[src/rtl/mem_access_ctrl.sv]
// Data-memory access controller for the MEM stage: loads, stores, pipeline stall.
// Define STORE_BUF_EN to add a one-entry store buffer drained through DRAIN.
module mem_access_ctrl (
  input  logic        clk,
  input  logic        reset,
  input  logic        mem_read,
  input  logic        mem_write,
  input  logic [63:0] addr,
  input  logic [63:0] wdata,
  output logic        dmem_req,
  output logic        dmem_we,
  output logic [63:0] dmem_addr,
  output logic [63:0] dmem_wdata,
  input  logic        dmem_ack,
  input  logic [63:0] dmem_rdata,
  output logic [63:0] ld_data,
  output logic        ld_valid,
  output logic        stall
);

`ifdef STORE_BUF_EN
  typedef enum logic [1:0] {
    IDLE, RD_WAIT, WR_WAIT, DRAIN
  } state_t;
`else
  typedef enum logic [1:0] {
    IDLE, RD_WAIT, WR_WAIT
  } state_t;
`endif

  state_t state;

`ifdef STORE_BUF_EN
  logic        buf_valid;
  logic [63:0] buf_addr;
  logic [63:0] buf_data;
  logic        buf_hit;
  logic        wr_req;

  assign buf_hit = buf_valid && (addr == buf_addr);
  assign wr_req  = mem_write && !mem_read;
`endif

  always_comb begin
    stall = 1'b0;
    if (!reset) begin
      unique case (state)
        IDLE: begin
`ifdef STORE_BUF_EN
          stall = mem_read ? !buf_hit
                           : (mem_write && buf_valid);
`else
          stall = mem_read || mem_write;
`endif
        end
        RD_WAIT: stall = !dmem_ack;
        WR_WAIT: stall = !dmem_ack;
`ifdef STORE_BUF_EN
        // a missing load waits out the drain and then re-enters IDLE
        DRAIN: stall = mem_read ? !buf_hit
                                : (mem_write && !dmem_ack);
`endif
        default: stall = 1'b0;
      endcase
    end
  end

  always_ff @(posedge clk or posedge reset) begin
    if (reset) begin
      state      <= IDLE;
      dmem_req   <= 1'b0;
      dmem_we    <= 1'b0;
      dmem_addr  <= '0;
      dmem_wdata <= '0;
      ld_data    <= '0;
      ld_valid   <= 1'b0;
`ifdef STORE_BUF_EN
      buf_valid  <= 1'b0;
      buf_addr   <= '0;
      buf_data   <= '0;
`endif
    end else begin
      ld_valid <= 1'b0;
      unique case (state)
        IDLE: begin
`ifdef STORE_BUF_EN
          if (mem_read && buf_hit) begin
            ld_data  <= buf_data;
            ld_valid <= 1'b1;
          end else if (mem_read) begin
            state     <= RD_WAIT;
            dmem_req  <= 1'b1;
            dmem_we   <= 1'b0;
            dmem_addr <= addr;
          end else if (mem_write && !buf_valid) begin
            buf_valid <= 1'b1;
            buf_addr  <= addr;
            buf_data  <= wdata;
          end else if (buf_valid) begin
            state      <= DRAIN;
            dmem_req   <= 1'b1;
            dmem_we    <= 1'b1;
            dmem_addr  <= buf_addr;
            dmem_wdata <= buf_data;
          end
`else
          if (mem_read) begin
            state     <= RD_WAIT;
            dmem_req  <= 1'b1;
            dmem_we   <= 1'b0;
            dmem_addr <= addr;
          end else if (mem_write) begin
            state      <= WR_WAIT;
            dmem_req   <= 1'b1;
            dmem_we    <= 1'b1;
            dmem_addr  <= addr;
            dmem_wdata <= wdata;
          end
`endif
        end
        RD_WAIT: begin
          if (dmem_ack) begin
            state      <= IDLE;
            dmem_req   <= 1'b0;
            dmem_we    <= 1'b0;
            dmem_addr  <= '0;
            dmem_wdata <= '0;
            ld_data    <= dmem_rdata;
            ld_valid   <= 1'b1;
          end
        end
        WR_WAIT: begin
          if (dmem_ack) begin
            state      <= IDLE;
            dmem_req   <= 1'b0;
            dmem_we    <= 1'b0;
            dmem_addr  <= '0;
            dmem_wdata <= '0;
          end
        end
`ifdef STORE_BUF_EN
        DRAIN: begin
          if (mem_read && buf_hit) begin
            ld_data  <= buf_data;
            ld_valid <= 1'b1;
          end
          if (dmem_ack) begin
            state      <= IDLE;
            dmem_req   <= 1'b0;
            dmem_we    <= 1'b0;
            dmem_addr  <= '0;
            dmem_wdata <= '0;
            // the freed entry takes a waiting store
            buf_valid  <= wr_req;
            if (wr_req) begin
              buf_addr <= addr;
              buf_data <= wdata;
            end
          end
        end
`endif
        default: state <= IDLE;
      endcase
    end
  end

endmodule

[config.mk]
export PLATFORM = sky130hd
export DESIGN_NAME = mem_access_ctrl
export DESIGN_NICKNAME = d
export VERILOG_FILES = /design/src/rtl/mem_access_ctrl.sv
export SDC_FILE = /design/constraint.sdc
export NUM_CORES = 1
export LEC_CHECK = 0
export CORE_MARGIN = 2
export CORE_UTILIZATION = 35
export DETAILED_ROUTE_END_ITERATION = 16
export PLACE_DENSITY_LB_ADDON = 0.12
export SYNTH_ARGS = -nofsm -noshare
export SYNTH_HDL_FRONTEND = slang
export SYNTH_SLANG_ARGS = --single-unit
[constraint.sdc]
create_clock -name clk -period 6 [get_ports clk]
set_input_delay 0.9 -clock clk [delete_from_list [all_inputs] [get_ports clk]]
set_output_delay 0.9 -clock clk [all_outputs]
set_load 0.05 [all_outputs]
==> results of run 1 <==
## cells in the final DEF (no fill, tap or decap), types with 2 or more instances in the layout
cell type        count
clkdlybuf4s50_1    392
dfrtp_1            197
mux2_2             181
nor2b_1            128
clkbuf_16           17
mux2_1              12
buf_4               10
inv_1                5
inv_6                4
a21oi_1              3
clkinv_4             3
inv_8                3
nand2b_1             2
o21ai_0              2
ha_1                 2
clkinv_8             2
## stage by stage
step                      setup WS, ps  utilization, %  power, mW  area (um^2)  hold slack [ps]
after CTS                         2270            56.1       8.97        13100              493
final                             2340            56.1       8.84        13100              486
after global placement            2370            53.6       7.74        12500              468
after global routing              2140            56.1       9.29        13100              500
after detailed placement          2380            53.6       7.78        12500              475
after floorplan                   2550               -       6.02         8290              516
## cell families (layout without fill, tap and decap cells)
family	count (synthesis)	after routing
compound gates	7	7
fa+ha+maj	3	3
buf+inv	40	440
flops	197	197
mux	194	194
simple gates	137	137
## registers in the layout (all words and copies together) (netlist names)
signal / count
dmem_addr: 64
dmem_req: 1
dmem_wdata: 64
dmem_we: 1
ld_data: 64
ld_valid: 1
state: 2
## cell usage after synthesis, drive strengths merged
library cell	instances	area, um^2
nor2b	129	810
dfrtp	197	4930
mux2	193	2170
buf	18	138
a211oi	2	27.5
nand2b	3	26.3
mux2i	1	10.0
nor2	1	3.75
nor3b	1	7.51
nand2	1	3.75
o21ai	2	10.0
a21oi	3	15.0
ha	3	37.5
inv	6	22.5
nor3	1	5.00
clkbuf	16	60.1
nand3	1	5.00
## power by group through the flow
stage / clock network, mW / logic (mW) / registers [mW]
floorplan: 0 / 1.61 / 4.41
global placement: 0 / 5.49 / 2.26
detailed placement: 0 / 5.51 / 2.28
CTS: 1.19 / 5.52 / 2.26
global route: 1.24 / 5.71 / 2.34
finish: 1.15 / 5.43 / 2.25
## path summary, 6_finish.rpt
path	endpoint	slack, ps	cells after the start
min reg2reg	dmem_wdata[22]$_DFFE_PP0P_	490	1
min in group asynchronous	dmem_addr[38]$_DFFE_PP0P_	1090	3
max reg2reg	dmem_wdata[34]$_DFFE_PP0P_	3500	5
max in group asynchronous	ld_data[23]$_DFFE_PP0P_	4030	4
min	dmem_wdata[22]$_DFFE_PP0P_	490	1
max	stall	2340	5
## routing by layer
metal	vias up	track usage, %	routed length (um)
met3	31	6.57	2070
met4	0	6.88	554
li1	2724	-	-
met2	212	29.4	10800
met5	-	0	0
met1	2878	21.1	9020
## cell type report
type	instances	area (um^2)
Fill cell	2020	10200
Sequential cell	197	4930
Timing Repair Buffer	402	4000
Multi-Input combinational cell	341	3150
Clock buffer	18	429
Tap cell	319	399
Clock inverter	14	163
Inverter	6	26.3
## worst max-delay path: stages, from the launching register on
cell and delay (ps):
dfrtp_1 370, inv_1 90, ha_4 570, nand2b_1 190, a211oi_1 230, clkdlybuf4s50_1 870
==> flow_summary.yaml, run 1 <==
floorplanning:
  core_mm2: 0.0233
  die_y_um: 158
  start_util_pct: 35.5
  rows: 56
  fp.dieW_um: 158
  io_pins: 393
  dieArea_mm2: 0.0249
route:
  drt_wl_total_um: 22500
  drc: 0
  wl_per_cell_um: 17.3
  num_vias: 5845
  drt_iter0_drc: 194
  dr.pass1.iters: 4
  antenna_left: 0
  vias_per_cell: 4.51
cts:
  cts_setup_buffers: 0
  path_clk_slew_ps: 70
  ctsResizeCount: 0
  insertion_delay_ps: 430
  cts_tree: "yes"
  cts.sinks: 197
  ctsHoldBuffers: 0
  cts_buffer_depth: 2
  cts_made_buffers: 17
  h-tree-depth: 4
  root_buffer: "clkbuf_16"
critical_path:
  startpoint: "state[1]$_DFFE_PP0P_"
  critPathMaxFanout: 44
  crit_type: "flip-flop to output pin"
  end_kind: "output pin"
  r2r_start: "state[1]$_DFFE_PP0P_"
  arrival_ps: 2760
  start_kind: "flip-flop"
  cp.required_ps: 5100
flow_run:
  maxCapViolCount: 0
synth:
  synth_top_family_by_area: "multiplexers"
  postSynthCellCount: 578
  avgSynthCellArea_um2: 14.3
  ys_seq_elements: 197
  yosysUniqueCellTypes: 23
  synth_fa_ha_area_share_pct: 0.453
  synthMuxAreaShare_pct: 26.4
  yosys_warnings: 0
  synth_nets: 778
  yosys.area_share.simple_pct: 10.4
  netlist_area_mm2: 0.00828
  synthXorXnorAreaFrac_pct: 0
  synth_compound_area_share_pct: 0.634
  yosysSeqAreaShare_pct: 59.5
sta:
  max_freq_ghz: 0.273
  relSlewSlack_pct: 35.9
  finalHoldViolations: 0
  tns_ps: 0
  grt_setup_unrepaired: "no"
  tightest_slew_ps: 962
  setup_viol: 0
  worst_clock_skew_ps: 9.95
  finalCriticalPeriod_ps: 3660
  fin_crit_sh_pct: 61.0
  drv_slew: 0
final_layout:
  syn2layout_area_growth_pct: 58.1
  diodes: 0
  final_nets: 1165
  drive_gt1_share_pct: 23.4
  finalNonFillerCells: 1297
power:
  p_clk_share_pct: 13.0
  comb_power_share_pct: 61.5
  power_switching_mw: 4.20
  switching_share_pct: 47.6
  power_density_mw_per_mm2: 674
  p_leak_nw: 5.55
  seqPwrFrac_pct: 25.5
  p_int_mw: 4.63
  irDropWorstVdd_mv: 0.369
place:
  dpl.cell_count: 1265
  io_buffers: 392
  place.gp.congestion: 0.751
  dp.final_hpwl_um: 16300
global_routing:
  grt_pass1_wl_um: 33500
  grt_pass1_vias: 6024
  grt.total_usage_pct: 17.8
  antenna_found_initial: 0
  grt_max_degree: 90
  grt_overflow: 0
min_path:
  min_from: "dmem_wdata[22]$_DFFE_PP0P_"
  hp-class: "flip-flop to flip-flop"
status:
  status: "completed"
Note: power is estimated with default switching activity, not from simulation.
==> inputs of run 2 (changes only) <==
==> constraint.sdc (replaced) <==
create_clock -name clk -period 3.6 [get_ports clk]
set_input_delay 0.54 -clock clk [delete_from_list [all_inputs] [get_ports clk]]
set_output_delay 0.54 -clock clk [all_outputs]
set_load 0.05 [all_outputs]
==> run 2 against run 1 <==
Net effect: clock power grew 62%; register-to-register slack lost 2500 ps; sequential power is 67% higher; core utilization hardly changed; non-clock buffer count down 2; flip-flop and latch count is the same; die area unchanged; final cell count fell by 0.15%; global-route usage down 0.074 points; combinational power up 67%; critical path type is now input port to output pin; largest power group unchanged; highest routed layer unchanged.
==> flow_summary.yaml, run 2 (same netlist as run 1, synthesis figures left out) <==
cts:
  cts_setup_buffers: 0
  h-tree-depth: 4
  cts_buffer_depth: 2
  root_buffer: "clkbuf_16"
  cts.sinks: 197
  cts_tree: "yes"
  ctsResizeCount: 0
  path_clk_slew_ps: 80
  cts_made_buffers: 17
  insertion_delay_ps: 440
  ctsHoldBuffers: 0
critical_path:
  cp.required_ps: 3060
  end_kind: "output pin"
  arrival_ps: 2370
  start_kind: "input port"
  critPathMaxFanout: 5
  crit_type: "input port to output pin"
sta:
  grt_setup_unrepaired: "no"
  setup_viol: 0
  worst_clock_skew_ps: 17.5
  tightest_slew_ps: 815
  max_freq_ghz: 0.344
  drv_slew: 0
  tns_ps: 0
  fin_crit_sh_pct: 80.7
  relSlewSlack_pct: 45.7
  finalCriticalPeriod_ps: 2910
  finalHoldViolations: 0
power:
  power_switching_mw: 7.05
  irDropWorstVdd_mv: 0.545
  p_leak_nw: 5.55
  switching_share_pct: 47.9
  p_int_mw: 7.66
  comb_power_share_pct: 61.8
  seqPwrFrac_pct: 25.6
  p_clk_share_pct: 12.6
  power_density_mw_per_mm2: 1120
final_layout:
  diodes: 0
  multi_input_area_mm2: 0.00315
  finalNonFillerCells: 1295
  final_common_cell: "clkdlybuf4s50_1"
  syn2layout_area_growth_pct: 58.3
  final_nets: 1163
  final_core_util_pct: 56.2
  mostFrequentLayoutCells: "clkdlybuf4s50_1, dfrtp_1, mux2_2"
  drive_gt1_share_pct: 23.3
  nFillCells: 1997
  regArea_mm2: 0.00493
  reg_top3: "dmem_addr (64), dmem_wdata (64), ld_data (64)"
global_routing:
  grt_overflow: 0
  grt_max_degree: 102
  grt_pass1_vias: 5957
  antenna_found_initial: 0
  grt_pass1_wl_um: 33500
  grt.total_usage_pct: 17.7
place:
  io_buffers: 392
  dp.final_hpwl_um: 16000
  dpl.cell_count: 1263
  place.gp.congestion: 0.783
status:
  status: "completed"
route:
  drt_wl_total_um: 22600
  drc: 0
  dr.pass1.iters: 4
  num_vias: 5781
  vias_per_cell: 4.46
  antenna_left: 0
  drt_iter0_drc: 261
  wl_per_cell_um: 17.4
min_path:
  hp-class: "flip-flop to flip-flop"
floorplanning:
  fp.dieW_um: 158
  dieArea_mm2: 0.0249
  io_pins: 393
  rows: 56
  die_y_um: 158
  core_mm2: 0.0233
  start_util_pct: 35.5
flow_run:
  maxCapViolCount: 0
run 2: worst max-delay path, cell delays in order:
cell	delay (ps)
clkdlybuf4s50_1	590
o21ai_0	120
a211oi_1	250
clkdlybuf4s50_1	870
run 2: final cells by class:
cell class	instances	area share, %
sequential	197	37.6
timing repair buffer	400	30.8
multi-input combinational	341	24.1
clock buffer	18	3.27
tap	319	3.04
clock inverter	14	1.05
inverter	6	0.200
run 2: power by group through the flow:
stage               Sequential (mW)  Combinational [mW]  Clock [mW]
floorplan                      7.35                2.69           0
global placement               3.76                9.17           0
detailed placement             3.80                9.20           0
CTS                            3.77                9.22        1.91
global route                   3.90                9.53        2.00
finish                         3.76                9.09        1.86
run 2: layer usage:
layer / global-route usage, % / up-vias / part of all wire, %
met5: 0 / - / 0
met4: 5.76 / 0 / 2.1
met3: 6.46 / 28 / 8.8
met2: 29.8 / 213 / 49
met1: 21.1 / 2825 / 40
li1: - / 2715 / -
run 2: path summary, 6_finish.rpt:
kind                                            start                    endpoint  slack [ps]  cells past startpoint
max reg2reg                      state[1]$_DFFE_PP0P_  dmem_wdata[41]$_DFFE_PP0P_        1040                      6
min reg2reg                dmem_wdata[20]$_DFFE_PP0P_  dmem_wdata[20]$_DFFE_PP0P_         490                      1
max                                         mem_write                       stall         690                      4
min                        dmem_wdata[20]$_DFFE_PP0P_  dmem_wdata[20]$_DFFE_PP0P_         490                      1
max in group asynchronous                       reset     ld_data[11]$_DFFE_PP0P_        2110                      3
min in group asynchronous                       reset   dmem_addr[36]$_DFFE_PP0P_         540                      2
run 2: stage by stage:
stage               total power [mW]  setup WS [ps]  cell area, um^2  hold slack [ps]
finish                          14.7            693            13100              489
global placement                12.9            692            12500              469
floorplan                       10.0            514             8290              516
global route                    15.4            568            13100              511
CTS                             14.9            640            13100              492
detailed placement              13.0            658            12500              474
==> inputs of run 3 (changes only) <==
==> constraint.sdc (replaced) <==
create_clock -name clk -period 2.7 [get_ports clk]
set_input_delay 0.405 -clock clk [delete_from_list [all_inputs] [get_ports clk]]
set_output_delay 0.405 -clock clk [all_outputs]
set_load 0.05 [all_outputs]
==> run 3 against run 2 <==
Net effect: sequential power is 33% higher; critical path type is now flip-flop to output pin; via count increased by 0.50%; core utilization is 0.12 points higher; sequential share of layout area shrank 0.079 points; clock-buffer cell count is 1 higher; global-route usage decreased by 0.40 points; total power grew 33%.
==> flow_summary.yaml, run 3 (same netlist as run 1, synthesis figures left out) <==
sta:
  finalHoldViolations: 0
  finalCriticalPeriod_ps: 2160
  grt_setup_unrepaired: "no"
  worst_clock_skew_ps: 18.6
  max_freq_ghz: 0.463
  tightest_slew_ps: 669
  relSlewSlack_pct: 55.3
  drv_slew: 0
  fin_crit_sh_pct: 79.9
  setup_viol: 0
critical_path:
  r2r_cells: 6
  end_kind: "output pin"
  critPathSlowestCell: "dfrtp_1"
  startpoint: "state[0]$_DFFE_PP0P_"
  max_stage_delay_ps: 380
  crit_type: "flip-flop to output pin"
  arrival_ps: 1750
  start_kind: "flip-flop"
  r2r_end: "dmem_wdata[28]$_DFFE_PP0P_"
  crit_end: "stall"
  cp_top_family: "flip-flops"
  r2r_start: "state[0]$_DFFE_PP0P_"
  path_depth: 5
  cp.buffers_inverters: 2
  regToRegSetupSlack_ps: 610
  cp.required_ps: 2300
  crit_chain: "inv_1, ha_4, nand2b_1, a211oi_2, buf_12"
  critPathMaxFanout: 4
route:
  antenna_left: 0
  dr.pass1.iters: 4
  num_vias: 5810
  drc: 0
  vias_per_cell: 4.49
  wl_per_cell_um: 17.1
  drt_iter0_drc: 280
  drt_wl_total_um: 22200
floorplanning:
  die_y_um: 158
  core_mm2: 0.0233
  fp.dieW_um: 158
  start_util_pct: 35.5
  rows: 56
  io_pins: 393
  dieArea_mm2: 0.0249
cts:
  cts_tree: "yes"
  ctsResizeCount: 0
  h-tree-depth: 4
  cts_setup_buffers: 0
  ctsHoldBuffers: 0
  cts.sinks: 197
  insertion_delay_ps: 430
  cts_buffer_depth: 2
  path_clk_slew_ps: 70
  root_buffer: "clkbuf_16"
  cts_made_buffers: 17
power:
  p_leak_nw: 5.55
  irDropWorstVdd_mv: 0.851
  power_density_mw_per_mm2: 1490
  p_total_mw: 19.6
final_layout:
  mostFrequentLayoutCells: "clkdlybuf4s50_1, dfrtp_1, mux2_2"
  diodes: 0
  drive_gt1_share_pct: 23.3
  final_nets: 1162
  reg_top3: "dmem_addr (64), dmem_wdata (64), ld_data (64)"
  finalNonFillerCells: 1293
  final_common_cell: "clkdlybuf4s50_1"
  syn2layout_area_growth_pct: 58.6
min_path:
  min_from: "dmem_wdata[24]$_DFFE_PP0P_"
  hp-class: "flip-flop to flip-flop"
global_routing:
  grt.total_usage_pct: 17.3
  grt_pass1_vias: 5931
  antenna_found_initial: 1
  grt_max_degree: 131
  grt_pass1_wl_um: 33000
  grt_overflow: 0
place:
  io_buffers: 392
  dp.final_hpwl_um: 15700
  dpl.cell_count: 1262
  place.gp.congestion: 0.716
flow_run:
  maxCapViolCount: 0
status:
  status: "completed"
[run 3: cell types whose count changed in the layout (fill, tap and decap cells not counted), sizes merged]
| cell | before | now |
|---|---|---|
| clkinv | 8 | 7 |
| clkbuf | 18 | 19 |
| clkdlybuf4s50 | 392 | 391 |
| inv | 11 | 9 |
| clkinvlp | 1 | 2 |
[run 3: layer usage]
metal  track usage, %  routed length (um)  vias to the layer above
li1                 -                   -                     2713
met1             20.4                8830                     2856
met5                0                  13                        -
met2             29.0               10800                      212
met3             7.23                2060                       27
met4             5.11                 433                        2
[run 3: through the flow]
| stage | area [um^2] | hold WS [ps] | TNS, ps | utilization, % | setup WS, ps |
|---|---|---|---|---|---|
| floorplan | 8290 | 516 | -49520 | - | -251 |
| global placement | 12600 | 467 | 0 | 53.9 | 430 |
| global route | 13100 | 515 | 0 | 56.3 | 458 |
| finish | 13100 | 483 | 0 | 56.3 | 542 |
| detailed placement | 12600 | 474 | 0 | 53.9 | 389 |
| CTS | 13100 | 491 | 0 | 56.3 | 511 |
[run 3: layout make-up]
class	instances	area (um^2)
flip-flops and latches	197	4930
well taps	319	399
inverters	6	26.3
repair buffers	399	4060
clock inverters	12	119
fillers	1989	10200
clock buffers	19	443
multi-input cells	341	3160
[run 3: power breakdown]
part | switching [mW] | total [mW] | internal (mW)
Clock | 1.19 | 2.42 | 1.24
Combinational | 7.46 | 12.1 | 4.68
Sequential | 0.651 | 5.01 | 4.36
Total | 9.29 | 19.6 | 10.3
[run 3: how the worst min path moves through the flow]
stage,cells after the start,slack (ps),end
after floorplan,2,520,state[1]$_DFFE_PP0P_
after global placement,1,470,dmem_wdata[24]$_DFFE_PP0P_
after detailed placement,1,470,dmem_wdata[20]$_DFFE_PP0P_
after CTS,1,490,dmem_wdata[1]$_DFFE_PP0P_
after global routing,1,520,dmem_wdata[58]$_DFFE_PP0P_
final,1,480,dmem_wdata[24]$_DFFE_PP0P_
==> patch: new RTL, flow settings as in run 1 <==
Add a define of `STORE_BUF_EN`.
--- a/src/rtl/mem_access_ctrl.sv
+++ b/src/rtl/mem_access_ctrl.sv
@@ -2,2 +2,4 @@
 // Define STORE_BUF_EN to add a one-entry store buffer drained through DRAIN.
+`define STORE_BUF_EN
+
 module mem_access_ctrl (
Function: not settled (the Yosys comparison gave no result); the edit may change what the design does.
==> patch against run 1 <==
  * Via count is 110% higher
  * Design area is 61% higher
  * Sequential cell count is 127 higher
  * Core utilization is 7.4 points lower
  * Setup slack worse by 950 ps
  * Sequential power is 77% higher
  * Total power is 50% higher
  * Clock power is 110% higher
  * Routed wire length is 120% higher
  * Fmax is 21% lower
  * Area after synthesis is 86% higher
  * Hold slack better by 8.1 ps
  * Register-to-register slack worse by 1200 ps
  * Largest power group unchanged
==> patch: results (changes against run 1) <==
Synth
  – Top cells by instance count after synthesis: sky130_fd_sc_hd__nand2_1 (326), sky130_fd_sc_hd__dfrtp_1 (324), sky130_fd_sc_hd__mux2i_1 (128) (was sky130_fd_sc_hd__dfrtp_1 (197), sky130_fd_sc_hd__mux2_2 (181), sky130_fd_sc_hd__nor2b_1 (128))
  – Share of the yosys chip area belonging to registers: 0.5265 (was 0.5951)
  – Syn_nets: 1669 (was 778)
  – Most frequent cell after synthesis: sky130_fd_sc_hd__nand2_1 (was sky130_fd_sc_hd__dfrtp_1)

Routing
  – Final wirelength: 50.33 mm (was 22.46 mm)
  – Met1 wire length: 22.30 mm (was 9.024 mm)
  – Routed via count divided by cell count: 5.090 (was 4.507)
  – DR top layer: met5 (was met4)
  – Starting DRC count in detailed routing: 763 (was 194)
  – Met3 wire len: 3.377 mm (was 2.074 mm)
  – Number of vias in the routed layout: 12318 (was 5845)

Worst setup path
  – Crit Path Max Fanout: 3 (was 44)
  – Data arrival, critical path: 3710 ps (was 2760 ps)
  – Critical R2R Launch: buf_addr[29] (was state[1])
  – Depth of the worst register-to-register path: 8 (was 5)
  – Reg2Reg Setup Slack: 2300 ps (was 3500 ps)
  – Worst r2r dst: dmem_addr[17] (was dmem_wdata[34])

Clock tree
  – CTS Buf Count: 39 (was 17)
  – Number of H-tree levels: 2 (was 4)
  – Clock latency of the later-clocked register in the worst-skew pair: 560 ps (was 430 ps)

Place
  – Setup Slack @ Placement: 1343 ps (was 2376 ps)
  – Dpl hpwl: 32.19 mm (was 16.31 mm)
  – Cells after DPL: 2349 (was 1265)

Timing
  – Worst Max-Slew Pin Slew: 1058 ps (was 962.0 ps)
  – Clock Skews: 20.86 ps (was 9.953 ps)

GRT
  – Wire length of the first global-routing pass: 75.44 mm (was 33.49 mm)
  – Antenna violations before repair: 6 (was 0)
  – Pin count of the biggest net entering global routing: 131 (was 90)
  – GR met1 Demand/Resource: 0.2975 (was 0.2111)
  – Grt met2 use: 0.3388 (was 0.2942)

Run status
  – Run status: finished, final reports clean (unchanged)

Power
  – Leakage Power: 8.844 nW (was 5.551 nW)
  – Worst VDD drop: 291.1 uV (was 368.6 uV)

Cells and area
  – Final nets: 2006 (was 1165)
-- patch: cell count changes after synthesis, sizes merged, moves of 63 or more --
| cell | run 1 | this run |
|---|---|---|
| a41oi | 0 | 63 |
| nand2 | 1 | 326 |
| mux2i | 1 | 128 |
| o21ai | 2 | 134 |
| nand3 | 1 | 64 |
| nor2b | 129 | 5 |
| dfrtp | 197 | 324 |
| mux2 | 193 | 125 |
-- patch: how the worst min path moves through the flow --
| stage | slack (ps) | start | cells after the start | end |
|---|---|---|---|---|
| detailed placement | 490 | buf_data[52] | 2 | dmem_wdata[52] |
| global route | 520 | buf_data[48] | 2 | dmem_wdata[48] |
| CTS | 510 | buf_data[11] | 2 | dmem_wdata[11] |
| finish | 490 | buf_data[48] | 2 | dmem_wdata[48] |
| floorplan | 470 | buf_data[0] | 2 | dmem_wdata[0] |
| global placement | 480 | buf_data[52] | 2 | dmem_wdata[52] |
-- patch: layout make-up --
type                    instances  area, um^2
well taps                     585       732.0
multi-input cells            1019        6835
flip-flops and latches        324        8108
clock buffers                  53        1109
clock inverters                15       188.9
diodes                          3       7.507
fillers                      4047       22170
inverters                      13       52.55
repair buffers                408        4066
-- patch: power breakdown --
group	internal (W)	leakage [nW]	switching (W)
sequential	0.00322	4.04	0.000769
clock	0.00147	0.642	0.000975
combinational	0.00256	4.16	0.00428
total	0.00725	8.84	0.00603
-- patch: kinds of logic (layout without fill, tap and decap cells) --
group / after synthesis / count (layout) / share of synthesized area
muxes: 253 / 253 / 0.1746
buffers and inverters: 125 / 489 / 0.03453
other: 0 / 3 / 0
DFF: 324 / 324 / 0.5265
and+or+nand+nor: 488 / 488 / 0.1401
adders and majority gates: 4 / 4 / 0.003250
xor gates and xnor gates: 56 / 56 / 0.03185
AOI/OAI and AO/OA: 218 / 218 / 0.08914
